[src/rtl/layer_output_serializer.sv]
`default_nettype none
// ============================================================================
// layer_output_serializer: captures one all-valid frame of NN parallel neuron
// words and replays it as a ready/valid stream of (word, index, last).
// Revision: 1.0
// ============================================================================
module layer_output_serializer #(
  parameter  int NN        = 10,
  parameter  int dataWidth = 16,
  localparam int IDXW      = $clog2(NN)
) (
  input  logic                    clk,
  input  logic                    rst,
  input  logic [NN-1:0]           in_valid,
  input  logic [NN*dataWidth-1:0] in_data,
  input  logic                    out_ready,
  output logic                    out_valid,
  output logic [dataWidth-1:0]    out_data,
  output logic [IDXW-1:0]         out_index,
  output logic                    out_last,
  output logic                    busy,
  output logic                    err_overflow,
  output logic                    err_partial
);

  typedef enum logic [0:0] {
    IDLE = 1'b0,
    SEND = 1'b1
  } state_t;

  localparam logic [IDXW-1:0] LAST_IDX = IDXW'(NN - 1);

  state_t                         state_q, state_d;
  logic [IDXW-1:0]                index_q, index_d;
  logic [NN-1:0][dataWidth-1:0]   buffer_q, buffer_d;
  logic                           err_overflow_q, err_overflow_d;
  logic                           err_partial_q, err_partial_d;

  logic all_valid;
  logic partial_valid;
  logic xfer;
  logic final_xfer;

  always_comb begin
    all_valid     = &in_valid;
    partial_valid = (|in_valid) && !all_valid;
    xfer          = (state_q == SEND) && out_ready;
    final_xfer    = xfer && (index_q == LAST_IDX);

    state_d        = state_q;
    index_d        = index_q;
    buffer_d       = buffer_q;
    err_overflow_d = err_overflow_q;
    err_partial_d  = err_partial_q;

    if (partial_valid) begin
      err_partial_d = 1'b1;
    end

    case (state_q)
      IDLE: begin
        if (all_valid) begin
          buffer_d = in_data;
          index_d  = '0;
          state_d  = SEND;
        end
      end
      SEND: begin
        if (final_xfer) begin
          index_d = '0;
          // A frame arriving with the last transfer chains on with no bubble.
          if (all_valid) begin
            buffer_d = in_data;
          end else begin
            state_d = IDLE;
          end
        end else if (xfer) begin
          index_d = index_q + 1'b1;
        end
        if (all_valid && !final_xfer) begin
          err_overflow_d = 1'b1;
        end
      end
      default: begin
        state_d = IDLE;
        index_d = '0;
      end
    endcase
  end

  always_ff @(posedge clk) begin
    if (rst) begin
      state_q        <= IDLE;
      index_q        <= '0;
      buffer_q       <= '0;
      err_overflow_q <= 1'b0;
      err_partial_q  <= 1'b0;
    end else begin
      state_q        <= state_d;
      index_q        <= index_d;
      buffer_q       <= buffer_d;
      err_overflow_q <= err_overflow_d;
      err_partial_q  <= err_partial_d;
    end
  end

  // Outputs read zero whenever no word is being presented.
  assign out_valid    = (state_q == SEND);
  assign out_data     = out_valid ? buffer_q[index_q] : '0;
  assign out_index    = out_valid ? index_q : '0;
  assign out_last     = out_valid && (index_q == LAST_IDX);
  assign busy         = (state_q == SEND);
  assign err_overflow = err_overflow_q;
  assign err_partial  = err_partial_q;

endmodule
`default_nettype wire

[config.mk]
export PLATFORM = sky130hd
export DESIGN_NAME = layer_output_serializer
export DESIGN_NICKNAME = d
export VERILOG_FILES = /design/src/rtl/layer_output_serializer.sv
export SDC_FILE = /design/constraint.sdc
export NUM_CORES = 1
export LEC_CHECK = 0
export BUFFER_PORTS_ARGS = -buffer_cell sky130_fd_sc_hd__buf_2
export CAP_MARGIN = 20
export CELL_PAD_IN_SITES_DETAIL_PLACEMENT = 0
export CELL_PAD_IN_SITES_GLOBAL_PLACEMENT = 1
export CORE_MARGIN = 4
export CORE_UTILIZATION = 42
export CTS_BUF_LIST = sky130_fd_sc_hd__clkbuf_2
export DETAILED_ROUTE_END_ITERATION = 10
export PLACE_DENSITY_LB_ADDON = 0.1
export SETUP_SLACK_MARGIN = 0.05
export SYNTH_ARGS = -nofsm -noshare
export SYNTH_HDL_FRONTEND = slang
export SYNTH_SLANG_ARGS = --single-unit
[constraint.sdc]
create_clock -name clk -period 5.1 [get_ports clk]
set_input_delay 0.255 -clock clk [delete_from_list [all_inputs] [get_ports clk]]
set_output_delay 0.255 -clock clk [all_outputs]
set_load 0.005 [all_outputs]
==> flow_summary.toml <==
[global_routing]
track_usage_pct = 24.0
gr-total-overflow = 0
grt_pass1_wl_mm = 37.2
grt_pass1_vias = 6991
grt_max_degree = 103
antenna_found_initial = 1

[clock_network]
cts_made_buffers = 17
cts_resized = 0
htreeDepth = 4
cts_root_buf = "clkbuf_2"
cts_setup_buffers = 0
clk_latency_ns = 0.74
numClockSinks = 167
clk_pin_slew_ns = 0.23
cts_buffer_depth = 2
cts_tree = "built"

[power]
power_frac_comb_pct = 8.1
p_clk_share_pct = 38.3
leakage_nw = 3.68
p_seq_share_pct = 53.7
swShare_pct = 23.2
intPower_w = 0.00188
p_per_area_mw_per_mm2 = 239
vdd_drop_max_v = 0.000172
switchingPower_w = 0.000567

[critical_path]
reg2reg_from = "index_q[2]"
worstRegToRegCells = 6
worstPathArrival_ns = 3.66
cp_slowest_cell = "buf_4"
cp_max_fo = 49
r2r-end = "buffer_q[103]"
cp-end-kind = "primary output"
crit_chain = "buf_4 > mux2i_1 > a221oi_1 > o21ai_0 > a21oi_1 > buf_2"
crit_required_ns = 4.85
worst-setup-path-type = "reg -> out"
r2r_setup_slack_ns = 1.89
crit_path_start_kind = "register"
max_stage_delay_ns = 0.75

[timing]
rsz0062_at_grt = "no"
relSlewSlack_pct = 29.6
timing.fmax_mhz = 255
clock-skew-final_ns = 0.0393
period_minus_slack_ns = 3.92
worst_slack_ns = 1.18
worstMarginPinSlew_ns = 1.05
fin_tns_setup_ns = 0
finalCritPeriodShare_pct = 76.9
slew_viol_final = 0
final-setup-viol-count = 0
hold_viol_final = 0

[synthesis]
yosysMostFrequentCell = "nand2_1"
synth.ff_latch_count = 167
post_synth.cell_area_avg_um2 = 7.99
synth_area_mm2 = 0.00721
netlist_top_cells_area = "dfxtp_1 46%, nand2_1 18%, a21oi_1 12%"
synth_top_area_share_pct = 46.4
netlist_top_cells_count = "343 x nand2_1, 179 x a21oi_1, 167 x dfxtp_1, 52 x clkbuf_1, 32 x mux2i_1"
synth_nets = 1078
synth_cells = 903
synth-edff-count = 0
yosysWarnings = 0
synth_top_cell_by_area = "dfxtp_1"
ys_types = 31
ys_seq_area_share_pct = 46.4
synth_ff_type = "dfxtp_1"
async_reset_ff_share_pct = 0

[detailed_routing]
remaining_drc_errors = 0
initialDrtViolationCount = 599
vias = 7316
drt-total-wl_mm = 23.5
wl_per_cell_um = 16.2
drtPass1Iterations = 5
antenna_left = 0
viasPerCell = 5.05

[floorplan]
core-area_mm2 = 0.0167
die_x_um = 139
die_area_mm2 = 0.0193
initial_core_util_pct = 43.2
die_h_um = 139
rows = 47
io_pins = 198

[finish]
fillers = 1587
drive_above_1_share_pct = 22.3
nets = 1389
fin_util_pct = 61.1
area_growth_pct = 41.6

[run_status]
status = "finished, final reports clean"

[placement]
dp_hpwl_mm = 15.1
numPortBuffers = 197
gp_routability_congestion = 0.857
pre_cts_ws_ns = 1.94

[hold_path]
hp-start = "rst"
hold_class = "in -> reg"
min_to = "err_partial"
holdPathStages = 2

[run]
drv_cap = 0
[area by class of cell]
cell class | instances | area, µm² | area share, %
Multi-Input combinational cell | 656 | 3540 | 34.7
Sequential cell | 167 | 3350 | 32.8
Timing Repair Buffer | 369 | 2690 | 26.3
Tap cell | 220 | 275 | 2.70
Clock inverter | 15 | 259 | 2.54
Clock buffer | 17 | 85.1 | 0.833
Inverter | 3 | 11.3 | 0.110
Antenna cell | 1 | 2.50 | 0.0245
[flip-flops by register name, indices dropped and copies added (netlist names)]
signal	cells
buffer_q	160
err_partial	1
busy	1
index_q	4
err_overflow	1
[stage by stage]
stage	hold WS [ns]	instances	cell area (µm²)	power, W
floorplan	0.391	903	7210	0.00136
global placement	0.439	1250	8220	0.00143
detailed placement	0.444	1250	8220	0.00143
CTS	0.0827	1446	10200	0.00246
global route	0.0945	1448	10200	0.00254
finish	0.134	1448	10200	0.00244
[cells by family after synthesis]
| logic type | after synthesis | share of synthesized area, % |
|---|---|---|
| simple gates | 371 | 20.1 |
| flops | 167 | 46.4 |
| mux | 64 | 11.9 |
| compound gates | 219 | 16.7 |
| fa+ha+maj | 2 | 0.347 |
| buf+inv | 80 | 4.63 |
[worst max-delay path by stage]
stage	from	to	slack, ns
finish	index_q[0]	out_data[1]	1.18
floorplan	index_q[1]	buffer_q[119]	2.50
detailed placement	index_q[2]	buffer_q[104]	1.94
CTS	index_q[0]	out_data[3]	1.15
global route	index_q[0]	out_data[1]	0.92
global placement	index_q[0]	out_data[3]	2.00
[placed cells by master (no fill, tap or decap), drive strengths merged, types with 2 or more instances in the layout]
cell	instances
a21oi	179
a221oi	16
and2	5
buf	205
bufinv	6
clkbuf	17
dfxtp	167
dlygate4sd3	164
ha	2
inv	10
mux2	16
mux2i	32
mux4	16
nand2	343
nand3	4
nand3b	2
nand4	2
nor2	7
nor4	3
o21ai	17
o22a	2
[power groups by stage]
| stage | logic [W] | registers (W) | clock network (W) |
|---|---|---|---|
| after global routing | 0.000213 | 0.00131 | 0.00101 |
| after floorplan | 0.0000237 | 0.00134 | 0 |
| after global placement | 0.0000967 | 0.00133 | 0 |
| final | 0.000197 | 0.00131 | 0.000935 |
| after CTS | 0.000193 | 0.00131 | 0.000955 |
| after detailed placement | 0.0000970 | 0.00133 | 0 |
[critical path, delay by kind of cell (launching register included)]
kind,cells,cell delay [ns]
AO/OA/AOI/OAI,3,1.06
buffers and inverters,2,0.89
flip-flops,1,0.65
multiplexers,1,0.28
[per-layer routing]
layer  global-route usage, %  share of wire [%]  vias up
li1                        -                  -     3659
met1                    33.8                 46     3401
met2                    38.3                 48      231
met3                    4.93                5.1       25
met4                    5.10                1.4        0
met5                       0                  0        -
[timing repair]
action,4_1_cts,5_1_grt
setup endpoints to repair,0,0
endpoints found under the hold margin,165,0
hold buffers,164,0
Note: power is estimated with default switching activity, not from simulation.
